[src/rtl/mem_bus_arbiter_pkg.sv]
// Shared definitions for the two-master RAM / memory-mapped I/O arbiter:
// command codes, I/O addresses and FSM state encoding.
package mem_bus_arbiter_pkg;

    localparam logic [1:0] CMD_MWRITE = 2'b01;
    localparam logic [1:0] CMD_MREAD  = 2'b10;

    localparam logic [8:0] LED_ADDR_DEF = 9'h100;
    localparam logic [8:0] SW_ADDR_DEF  = 9'h140;

    typedef enum logic [1:0] {
        ST_IDLE   = 2'b00,
        ST_ACCESS = 2'b01,
        ST_RESP   = 2'b10
    } state_e;

endpackage

[src/rtl/mem_bus_arbiter_if.sv]
// Request/done handshake bundle for one bus master; the master holds req
// and its command fields stable until done pulses.
interface mem_bus_if #(
    parameter int ADDR_W = 9,
    parameter int DATA_W = 16
);
    logic              req;
    logic [1:0]        cmd;
    logic [ADDR_W-1:0] addr;
    logic [DATA_W-1:0] wdata;
    logic              done;

    modport master (output req, output cmd, output addr, output wdata, input done);
    modport slave  (input req, input cmd, input addr, input wdata, output done);
endinterface

[src/rtl/mem_bus_arbiter_rr_arbiter_2.sv]
// Combinational two-request round-robin picker; grant_sel 0 selects A, 1 selects B.
module rr_arbiter_2 (
    input  logic req_a,
    input  logic req_b,
    input  logic last,
    output logic grant_valid,
    output logic grant_sel
);

    // On a tie the port that was not granted last time wins.
    assign grant_valid = req_a | req_b;
    assign grant_sel   = (req_a & req_b) ? ~last : req_b;

endmodule

[src/rtl/mem_bus_arbiter.sv]
// Shares the 256x16 RAM, LED register and switch input between a CPU (port A)
// and a loader (port B) via an arbitrate / access / respond FSM.
module mem_bus_arbiter
    import mem_bus_arbiter_pkg::*;
#(
    parameter int                DATA_W   = 16,
    parameter int                ADDR_W   = 9,
    parameter int                RAM_AW   = 8,
    parameter logic [ADDR_W-1:0] LED_ADDR = LED_ADDR_DEF,
    parameter logic [ADDR_W-1:0] SW_ADDR  = SW_ADDR_DEF,
    parameter int                SW_W     = 8
) (
    input  logic              clk,
    input  logic              reset,
    mem_bus_if.slave          a_bus,
    mem_bus_if.slave          b_bus,
    output logic [DATA_W-1:0] rdata,
    output logic [RAM_AW-1:0] ram_addr,
    output logic              ram_write,
    output logic [DATA_W-1:0] ram_din,
    input  logic [DATA_W-1:0] ram_dout,
    input  logic [SW_W-1:0]   sw_in,
    output logic [SW_W-1:0]   led_out,
    output logic              owner
);

    state_e            r_state;
    logic              r_owner;
    logic [1:0]        r_cmd;
    logic [ADDR_W-1:0] r_addr;
    logic [DATA_W-1:0] r_wdata;
    logic              r_ram_write;
    logic              r_a_done;
    logic              r_b_done;
    logic [SW_W-1:0]   r_led;
    logic [SW_W-1:0]   r_sw;

    logic              w_grant_valid;
    logic              w_grant_sel;
    logic [1:0]        w_cmd;
    logic [ADDR_W-1:0] w_addr;
    logic [DATA_W-1:0] w_wdata;
    logic [DATA_W-1:0] w_rdata;

    rr_arbiter_2 u_rr (
        .req_a       (a_bus.req),
        .req_b       (b_bus.req),
        .last        (r_owner),
        .grant_valid (w_grant_valid),
        .grant_sel   (w_grant_sel)
    );

    assign w_cmd   = w_grant_sel ? b_bus.cmd   : a_bus.cmd;
    assign w_addr  = w_grant_sel ? b_bus.addr  : a_bus.addr;
    assign w_wdata = w_grant_sel ? b_bus.wdata : a_bus.wdata;

    // Requests only feed register inputs, so no req reaches an output combinationally.
    always_ff @(posedge clk or posedge reset) begin
        if (reset) begin
            r_state     <= ST_IDLE;
            r_owner     <= 1'b1;
            r_cmd       <= '0;
            r_addr      <= '0;
            r_wdata     <= '0;
            r_ram_write <= 1'b0;
            r_a_done    <= 1'b0;
            r_b_done    <= 1'b0;
            r_led       <= '0;
            r_sw        <= '0;
        end else begin
            // NOTE: non-blocking assignments here so every register sees pre-edge values.
            r_ram_write <= 1'b0;
            r_a_done    <= 1'b0;
            r_b_done    <= 1'b0;
            case (r_state)
                ST_IDLE: begin
                    if (w_grant_valid) begin
                        r_owner     <= w_grant_sel;
                        r_cmd       <= w_cmd;
                        r_addr      <= w_addr;
                        r_wdata     <= w_wdata;
                        r_ram_write <= (w_cmd == CMD_MWRITE) && !w_addr[ADDR_W-1];
                        r_state     <= ST_ACCESS;
                    end
                end
                ST_ACCESS: begin
                    if (r_cmd == CMD_MWRITE && r_addr == LED_ADDR)
                        r_led <= r_wdata[SW_W-1:0];
                    if (r_cmd == CMD_MREAD && r_addr == SW_ADDR)
                        r_sw <= sw_in;
                    r_a_done <= ~r_owner;
                    r_b_done <= r_owner;
                    r_state  <= ST_RESP;
                end
                ST_RESP: r_state <= ST_IDLE;
                default: r_state <= ST_IDLE;
            endcase
        end
    end

    // RAM read data arrives one cycle after ACCESS, so the read mux is combinational in RESP.
    always_comb begin
        // NOTE: default assignment first so this block can never infer a latch.
        w_rdata = '0;
        if (r_state == ST_RESP && r_cmd == CMD_MREAD) begin
            if (!r_addr[ADDR_W-1])
                w_rdata = ram_dout;
            else if (r_addr == SW_ADDR)
                w_rdata = DATA_W'(r_sw);
        end
    end

    assign rdata      = w_rdata;
    assign ram_addr   = r_addr[RAM_AW-1:0];
    assign ram_write  = r_ram_write;
    assign ram_din    = r_wdata;
    assign led_out    = r_led;
    assign owner      = r_owner;
    assign a_bus.done = r_a_done;
    assign b_bus.done = r_b_done;

endmodule

[src/flat_wrapper.sv]
// flat-port wrapper written by rule: the top's interface ports become plain ports
module mem_bus_arbiter_flat import mem_bus_arbiter_pkg::*;
#(
    parameter int                DATA_W   = 16,
    parameter int                ADDR_W   = 9,
    parameter int                RAM_AW   = 8,
    parameter logic [ADDR_W-1:0] LED_ADDR = LED_ADDR_DEF,
    parameter logic [ADDR_W-1:0] SW_ADDR  = SW_ADDR_DEF,
    parameter int                SW_W     = 8
)
  (clk, reset, rdata, ram_addr, ram_write, ram_din, ram_dout, sw_in, led_out, owner, a_bus_req, a_bus_cmd, a_bus_addr, a_bus_wdata, a_bus_done, b_bus_req, b_bus_cmd, b_bus_addr, b_bus_wdata, b_bus_done);
  mem_bus_if #(.ADDR_W(ADDR_W), .DATA_W(DATA_W)) a_bus_i ();
  mem_bus_if #(.ADDR_W(ADDR_W), .DATA_W(DATA_W)) b_bus_i ();
  input  logic clk;
  input  logic reset;
  output logic [DATA_W-1:0] rdata;
  output logic [RAM_AW-1:0] ram_addr;
  output logic ram_write;
  output logic [DATA_W-1:0] ram_din;
  input  logic [DATA_W-1:0] ram_dout;
  input  logic [SW_W-1:0] sw_in;
  output logic [SW_W-1:0] led_out;
  output logic owner;
  input wire logic [$bits(a_bus_i.req)-1:0] a_bus_req;
  input wire logic [$bits(a_bus_i.cmd)-1:0] a_bus_cmd;
  input wire logic [$bits(a_bus_i.addr)-1:0] a_bus_addr;
  input wire logic [$bits(a_bus_i.wdata)-1:0] a_bus_wdata;
  output wire logic [$bits(a_bus_i.done)-1:0] a_bus_done;
  input wire logic [$bits(b_bus_i.req)-1:0] b_bus_req;
  input wire logic [$bits(b_bus_i.cmd)-1:0] b_bus_cmd;
  input wire logic [$bits(b_bus_i.addr)-1:0] b_bus_addr;
  input wire logic [$bits(b_bus_i.wdata)-1:0] b_bus_wdata;
  output wire logic [$bits(b_bus_i.done)-1:0] b_bus_done;
  assign a_bus_i.req = a_bus_req;
  assign a_bus_i.cmd = a_bus_cmd;
  assign a_bus_i.addr = a_bus_addr;
  assign a_bus_i.wdata = a_bus_wdata;
  assign a_bus_done = a_bus_i.done;
  assign b_bus_i.req = b_bus_req;
  assign b_bus_i.cmd = b_bus_cmd;
  assign b_bus_i.addr = b_bus_addr;
  assign b_bus_i.wdata = b_bus_wdata;
  assign b_bus_done = b_bus_i.done;
  mem_bus_arbiter #(.DATA_W(DATA_W), .ADDR_W(ADDR_W), .RAM_AW(RAM_AW), .LED_ADDR(LED_ADDR), .SW_ADDR(SW_ADDR), .SW_W(SW_W)) u_core (.clk(clk), .reset(reset), .a_bus(a_bus_i), .b_bus(b_bus_i), .rdata(rdata), .ram_addr(ram_addr), .ram_write(ram_write), .ram_din(ram_din), .ram_dout(ram_dout), .sw_in(sw_in), .led_out(led_out), .owner(owner));
endmodule
[config.mk]
export PLATFORM = sky130hd
export DESIGN_NAME = mem_bus_arbiter_flat
export DESIGN_NICKNAME = d
export VERILOG_FILES = /design/src/rtl/mem_bus_arbiter_pkg.sv /design/src/rtl/mem_bus_arbiter_if.sv /design/src/rtl/mem_bus_arbiter_rr_arbiter_2.sv /design/src/rtl/mem_bus_arbiter.sv /design/src/flat_wrapper.sv
export SDC_FILE = /design/constraint.sdc
export NUM_CORES = 1
export LEC_CHECK = 0
export ABC_AREA = 1
export CELL_PAD_IN_SITES_DETAIL_PLACEMENT = 0
export CELL_PAD_IN_SITES_GLOBAL_PLACEMENT = 1
export CORE_MARGIN = 2
export CORE_UTILIZATION = 30
export DETAILED_ROUTE_END_ITERATION = 16
export GPL_ROUTABILITY_DRIVEN = 0
export PLACE_DENSITY = 0.9
export SYNTH_ARGS = -nofsm -noshare
export SYNTH_HDL_FRONTEND = slang
export SYNTH_HIERARCHICAL = 1
export SYNTH_SLANG_ARGS = --single-unit
[constraint.sdc]
create_clock -name clk -period 2.6 [get_ports clk]
set_input_delay 0.52 -clock clk [delete_from_list [all_inputs] [get_ports clk]]
set_output_delay 0.52 -clock clk [all_outputs]
set_load 0.01 [all_outputs]
---- Yosys cells after proc, flatten, opt, wreduce, memory -nomap -nowiden ----
Cells that the tools add are included.
storage, ports and cells
  flip-flop bits (word level) ............. 49
  input port bits ......................... 82
  output and inout bits ................... 52
  word-level logic and storage cells ...... 43
operators by class
  equal/unequal tests ..................... 8
  mux-type cells .......................... 13
  bitwise operators ....................... 3
  reduce and logical (&&, ||, !) cells .... 9
operator list
  kind                                            count
  two-way mux 16 bit                              3
  == test 9 bit (second input constant)           2
  two-way mux 9 bit                               1
  two-way mux 8 bit                               1
  == test 2 x 1 -> 1 bit (second input constant)  3
  AND reduction 2 bit                             3
  two-way mux 1 bit                               5
  == test 2 bit (second input constant)           2
  logical AND 1 bit                               4
  two-way mux 2 bit                               2
  case mux 2 bit (2 select lines)                 1
  zero test 2 bit                                 1
  inequality test 2 bit (second input constant)   1
  AND 1 bit                                       1
  zero test 1 bit                                 1
  NOT 1 bit                                       1
  bitwise OR 1 bit                                1

---- Logic depth before layout (Yosys ltp) ----
  word-level depth ........................ 7
  mapped depth ............................ 8
  depth with buffers taken out ............ 8

---- Modules after synthesis ----
The synthesis kept the hierarchy.
by module, submodules not included
  module           times used  cells each  area an instance (um2)
  mem_bus_arbiter  1           319         2603.7
  rr_arbiter_2     1           3           15.0

---- Least setup slack after synthesis ----
Ideal clock, no wire load.
  kind .................................... flip-flop to output port
  from .................................... reg u_core.r_addr[4]
  to ...................................... out rdata[0]
  data arrival time ....................... 1.081 ns
  path slack .............................. 0.999 ns
  stages on the path, launching flop included .. 7
  path through ............................ dfrtp_1 nor2_2 nand2_2 nor2_8 buf_8 nand3_1 nand2_1
on the way
  longest elaborated chain between the ends .. 4
ends and longest elaborated chain
  item                    RTL line                source
  from (decl)             mem_bus_arbiter.sv:30   logic [ADDR_W-1:0] r_addr;
  from (signal assigned)  mem_bus_arbiter.sv:80   r_addr <= w_addr;
  == test 9 bit           mem_bus_arbiter.sv:108  else if (r_addr == SW_ADDR)
  two-way mux 8 bit       mem_bus_arbiter.sv:108
  two-way mux 16 bit      mem_bus_arbiter.sv:106  if (!r_addr[ADDR_W-1])
  two-way mux 16 bit      mem_bus_arbiter.sv:105  if (r_state == ST_RESP && r_cmd == CMD_MREAD) begin
  to (decl)               flat_wrapper.sv:16      output logic [DATA_W-1:0] rdata;
Every way passes these cells.

---- Worst setup path in the final report ----
  from .................................... reg u_core.r_addr[2]
  to ...................................... out rdata[4]
Same word-level chain as after synthesis.

==> summary.md <==
The run finished with clean final reports. Input and output buffers added on the ports amount to 133. The run gives 0 as the number of pins with negative max-slew slack in the final report. After the last flow step, the layout net total stands at 533. The distinct cell type count after synthesis is 27, and the detailed-routing iteration count for the pre-antenna-repair pass is 4. The part of the total power dissipated in sequential elements was 36.9%. For hold timing, the worst endpoint is u_core/r_sw[2]$_DFFE_PP0P_. Number of antenna cells inserted: 0. The number of core rows is 34, and the switching portion of total power is 38.5%. After detailed routing, the total wire length is 7.25 mm. The library cells used most frequently in the layout, excluding fill and tap cells, are sky130_fd_sc_hd__clkdlybuf4s50_1 (133), sky130_fd_sc_hd__nand2_1 (112), sky130_fd_sc_hd__dfrtp_1 (48).

The total area of multi-input combinational cells was 1160 µm²; the fraction of the cycle the final worst path needs was 94.2%. For this run, the number of standard cells in the final layout without fillers is 560. For the internal power contribution, the log shows 2.09 mW. The DRC marker count from the first detailed-route iteration is 100, and the post-route cell area is 4120 µm². TritonCTS built the clock tree.

The tightest min-delay check is of the reg -> reg type. The run gives 5.39 mm as the total half-perimeter wirelength after legalization and detailed placement. The async set-or-reset flop fraction in the synthesized netlist is 100%. The worst-case IR drop observed on VDD is 0.000388 V. The startpoint identified for the worst hold timing path is u_core/r_sw[2]$_DFFE_PP0P_.

The net switching power is 1.30 mW. The tools report the aggregate negative setup slack as 0 ps. The starting density of the core was 30.5%. In the detailed route, the total length drawn on met2 is 3.49 mm. STA classifies the critical path startpoint as a flip-flop. The number of global-route vias before repair was 2,345. Synthesis produced 322 cells.

Leaving out fill and tap cells, the most frequent cell in the layout is sky130_fd_sc_hd__clkdlybuf4s50_1. Slack of the worst reg-to-reg path: 1010 ps. Count of placed standard cells including taps: 545. The endpoint identified for the worst register-to-register timing path is u_core/r_addr[8]$_DFFE_PP0P_. Measured in cells, the most critical reg-to-reg path has a length of 5. Synthesis produced a netlist with a net count of 404. The startpoint identified for the worst register-to-register timing path is u_core/owner$_DFFE_PP1P_. The routed wire length on met3 was 646 µm. The run gives 134 as the top-level port count. The clock power share is 16.6%. Using the TritonRoute via totals, the vias-per-cell ratio works out to 4.49.

The wire length of the first global-routing pass was 11.3 mm; the depth of the worst hold-timing path was 2. Data on the critical path arrives at its endpoint at 1930 ps. By area the synthesized netlist is led by sky130_fd_sc_hd__dfrtp_1 (46%), sky130_fd_sc_hd__nand2_1 (16%), sky130_fd_sc_hd__nor2_1 (6.7%). On the final layout, the worst clock skew is 10.5 ps. Based on the critical path, the design can be clocked at up to 408 MHz.

The area share of the largest cell type after synthesis was 45.9%. Overall power consumption after layout is estimated at 3.39 mW. For the fill cell instance count of the final layout, the log shows 839. Counting the buffers created by CTS gives 5. The tool flagged a number of max-cap violations equal to 0. The source-to-sink clock delay at the later pin of the worst-skew pair is 300 ps, and the H-tree depth is 2. In this run the standard cell core region covers 8590 µm². At the pin with the least slew margin, the transition time is 617 ps. Combinational cells account for 46.5% of the total power. The tools report the endpoint required time on the critical path as 2080 ps.

The tools report the CTS root buffer as sky130_fd_sc_hd__clkbuf_8. For this run, the register share of the synthesized area comes to 46.9%. Synthesis inferred 49 register bits.

Counting flops with a built-in enable in the synthesized netlist gives 0. Top layer reached by signal wires: met4. The number of antenna violations at the first check in global routing was 0; the average cell area after synthesis was 8.13 µm². The count of unresolved DRC violations after routing is 0, and the met1 routed wirelength after detailed routing is 3.04 mm. Relative to the synthesized area, the layout overhead comes to 57.4%.

Clock tree synthesis found a total of 49 sinks. The tools report the total routing resource utilization after global routing as 14.6%. The tools report the area of the die as 9490 µm². The power per unit of standard cell area is 822 nW/µm², and the x dimension of the die is 97.4 µm. The time the worst path needs with I/O delays and setup is 2450 ps, and the global route total overflow is 0.

After clock tree synthesis, the clock-pin slew on the worst setup and hold paths is 90 ps. Setup violations remaining at the end of the flow were counted as 0. In the final routed layout, each cell accounts on average for 12.9 µm.

Of all nets on the critical path, the largest fanout is 6. The Yosys step of the flow raised 6 warnings. The tools report the pin count of the biggest net entering global routing as 50. After detailed placement, the total cell area comes to 3940 µm².

Critical setup path kind: reg -> out. The final route contains 2,515 vias. Number of hold-repair buffers added at the cts stage: 0. In the final layout, flip-flops and latches occupy 1230 µm².

Of the cells placed in the final design, the portion with a size suffix greater than 1 is 9.51%. The maximum clock insertion buffer count came out at 2. The tools report the sort of element at the end of the critical path as an output port. The cell taking the most area after synthesis was sky130_fd_sc_hd__dfrtp_1. After synthesis the cells add up to 2620 µm².

Measured along the y axis, the die boundary spans 97.4 µm. Setup repair after global routing left no endpoint under its margin. The most used flip-flop cell after synthesis is sky130_fd_sc_hd__dfrtp_1. For this design the static power due to leakage is 1.93 nW.

The worst slew margin relative to its limit came out at 58.9%. The number of nets still failing antenna checks after routing was 0; the number of hold violations in the final report was 0.
-- flip-flops by register name (all words and copies together) (netlist names) --
name,flops
u_core/a_bus.done,1
u_core/b_bus.done,1
u_core/led_out,8
u_core/owner,1
u_core/r_addr,9
u_core/r_cmd,2
u_core/r_state,2
u_core/r_sw,8
u_core/ram_din,16
u_core/ram_write,1
-- cells in the mapped netlist, types with 2 or more instances --
| master | instances |
|---|---|
| sky130_fd_sc_hd__dfrtp_1 | 48 |
| sky130_fd_sc_hd__nor2_2 | 2 |
| sky130_fd_sc_hd__nand2_4 | 3 |
| sky130_fd_sc_hd__buf_8 | 2 |
| sky130_fd_sc_hd__a31oi_1 | 24 |
| sky130_fd_sc_hd__nand3_1 | 16 |
| sky130_fd_sc_hd__nor2_1 | 47 |
| sky130_fd_sc_hd__nand4_1 | 8 |
| sky130_fd_sc_hd__nand3_4 | 2 |
| sky130_fd_sc_hd__inv_2 | 4 |
| sky130_fd_sc_hd__buf_2 | 5 |
| sky130_fd_sc_hd__nand2_1 | 112 |
| sky130_fd_sc_hd__nand2_2 | 3 |
| sky130_fd_sc_hd__o21ai_0 | 4 |
| sky130_fd_sc_hd__buf_4 | 12 |
| sky130_fd_sc_hd__nor2_8 | 3 |
| sky130_fd_sc_hd__buf_6 | 3 |
| sky130_fd_sc_hd__inv_4 | 2 |
| sky130_fd_sc_hd__inv_1 | 14 |
-- critical path, cell delays in order, from the launching register on --
cell	delay, ps
sky130_fd_sc_hd__dfrtp_1	410
sky130_fd_sc_hd__nor2_1	130
sky130_fd_sc_hd__nand2_2	170
sky130_fd_sc_hd__nor2_8	210
sky130_fd_sc_hd__nand3_1	100
sky130_fd_sc_hd__nand2_1	70
sky130_fd_sc_hd__clkdlybuf4s50_1	520
-- kinds of logic after synthesis --
kind of cell	count (synthesis)	share of synthesized area, %
DFF	49	46.9
AOI/OAI and AO/OA	30	6.98
muxes	1	0.382
and+or+nand+nor	199	35.7
buffers and inverters	43	10.1
-- area by class of cell --
cell class	instances	area share (%)
inverter	21	2.06
sequential	49	29.8
clock buffer	7	2.09
clock inverter	1	0.729
timing repair buffer	142	33.9
multi-input combinational	232	28.1
tap	108	3.28
-- timing repair --
item / 4_1_cts / 5_1_grt
endpoints found under the setup margin: 0 / 8
resized for setup: 0 / 1
setup buffers: 0 / 5
-- power groups by stage --
stage	clock network, mW	registers, mW	logic, mW
finish	0.562	1.25	1.58
detailed placement	0	1.27	1.57
floorplan	0	1.28	0.934
global route	0.615	1.30	1.74
CTS	0.584	1.26	1.58
global placement	0	1.25	1.57
-- through the flow --
stage	worst slack, ps	util, %	hold WS (ps)
final	151	48.0	474
after global routing	3.03	48.0	503
after CTS	22.9	47.2	480
after detailed placement	369	45.9	459
after global placement	400	45.9	455
after floorplan	909	-	442
-- layer usage --
metal	vias to the layer above	global-route usage [%]
met5	-	0
met4	0	3.85
met3	8	5.61
met2	86	23.9
met1	1140	18.0
li1	1281	-
-- worst max path at each step --
stage	slack [ps]	from	endpoint
6_report	150	u_core/r_addr[2]$_DFFE_PP0P_	rdata[4]
5_1_grt	3	u_core/r_addr[2]$_DFFE_PP0P_	rdata[4]
4_1_cts	20	u_core/r_addr[2]$_DFFE_PP0P_	rdata[4]
3_5_place_dp	370	u_core/r_addr[2]$_DFFE_PP0P_	rdata[4]
3_3_place_gp	400	u_core/r_addr[0]$_DFFE_PP0P_	rdata[3]
2_1_floorplan	910	reset	u_core/a_bus.done$_DFF_PP0_
Power figures use the tool's default switching activity.
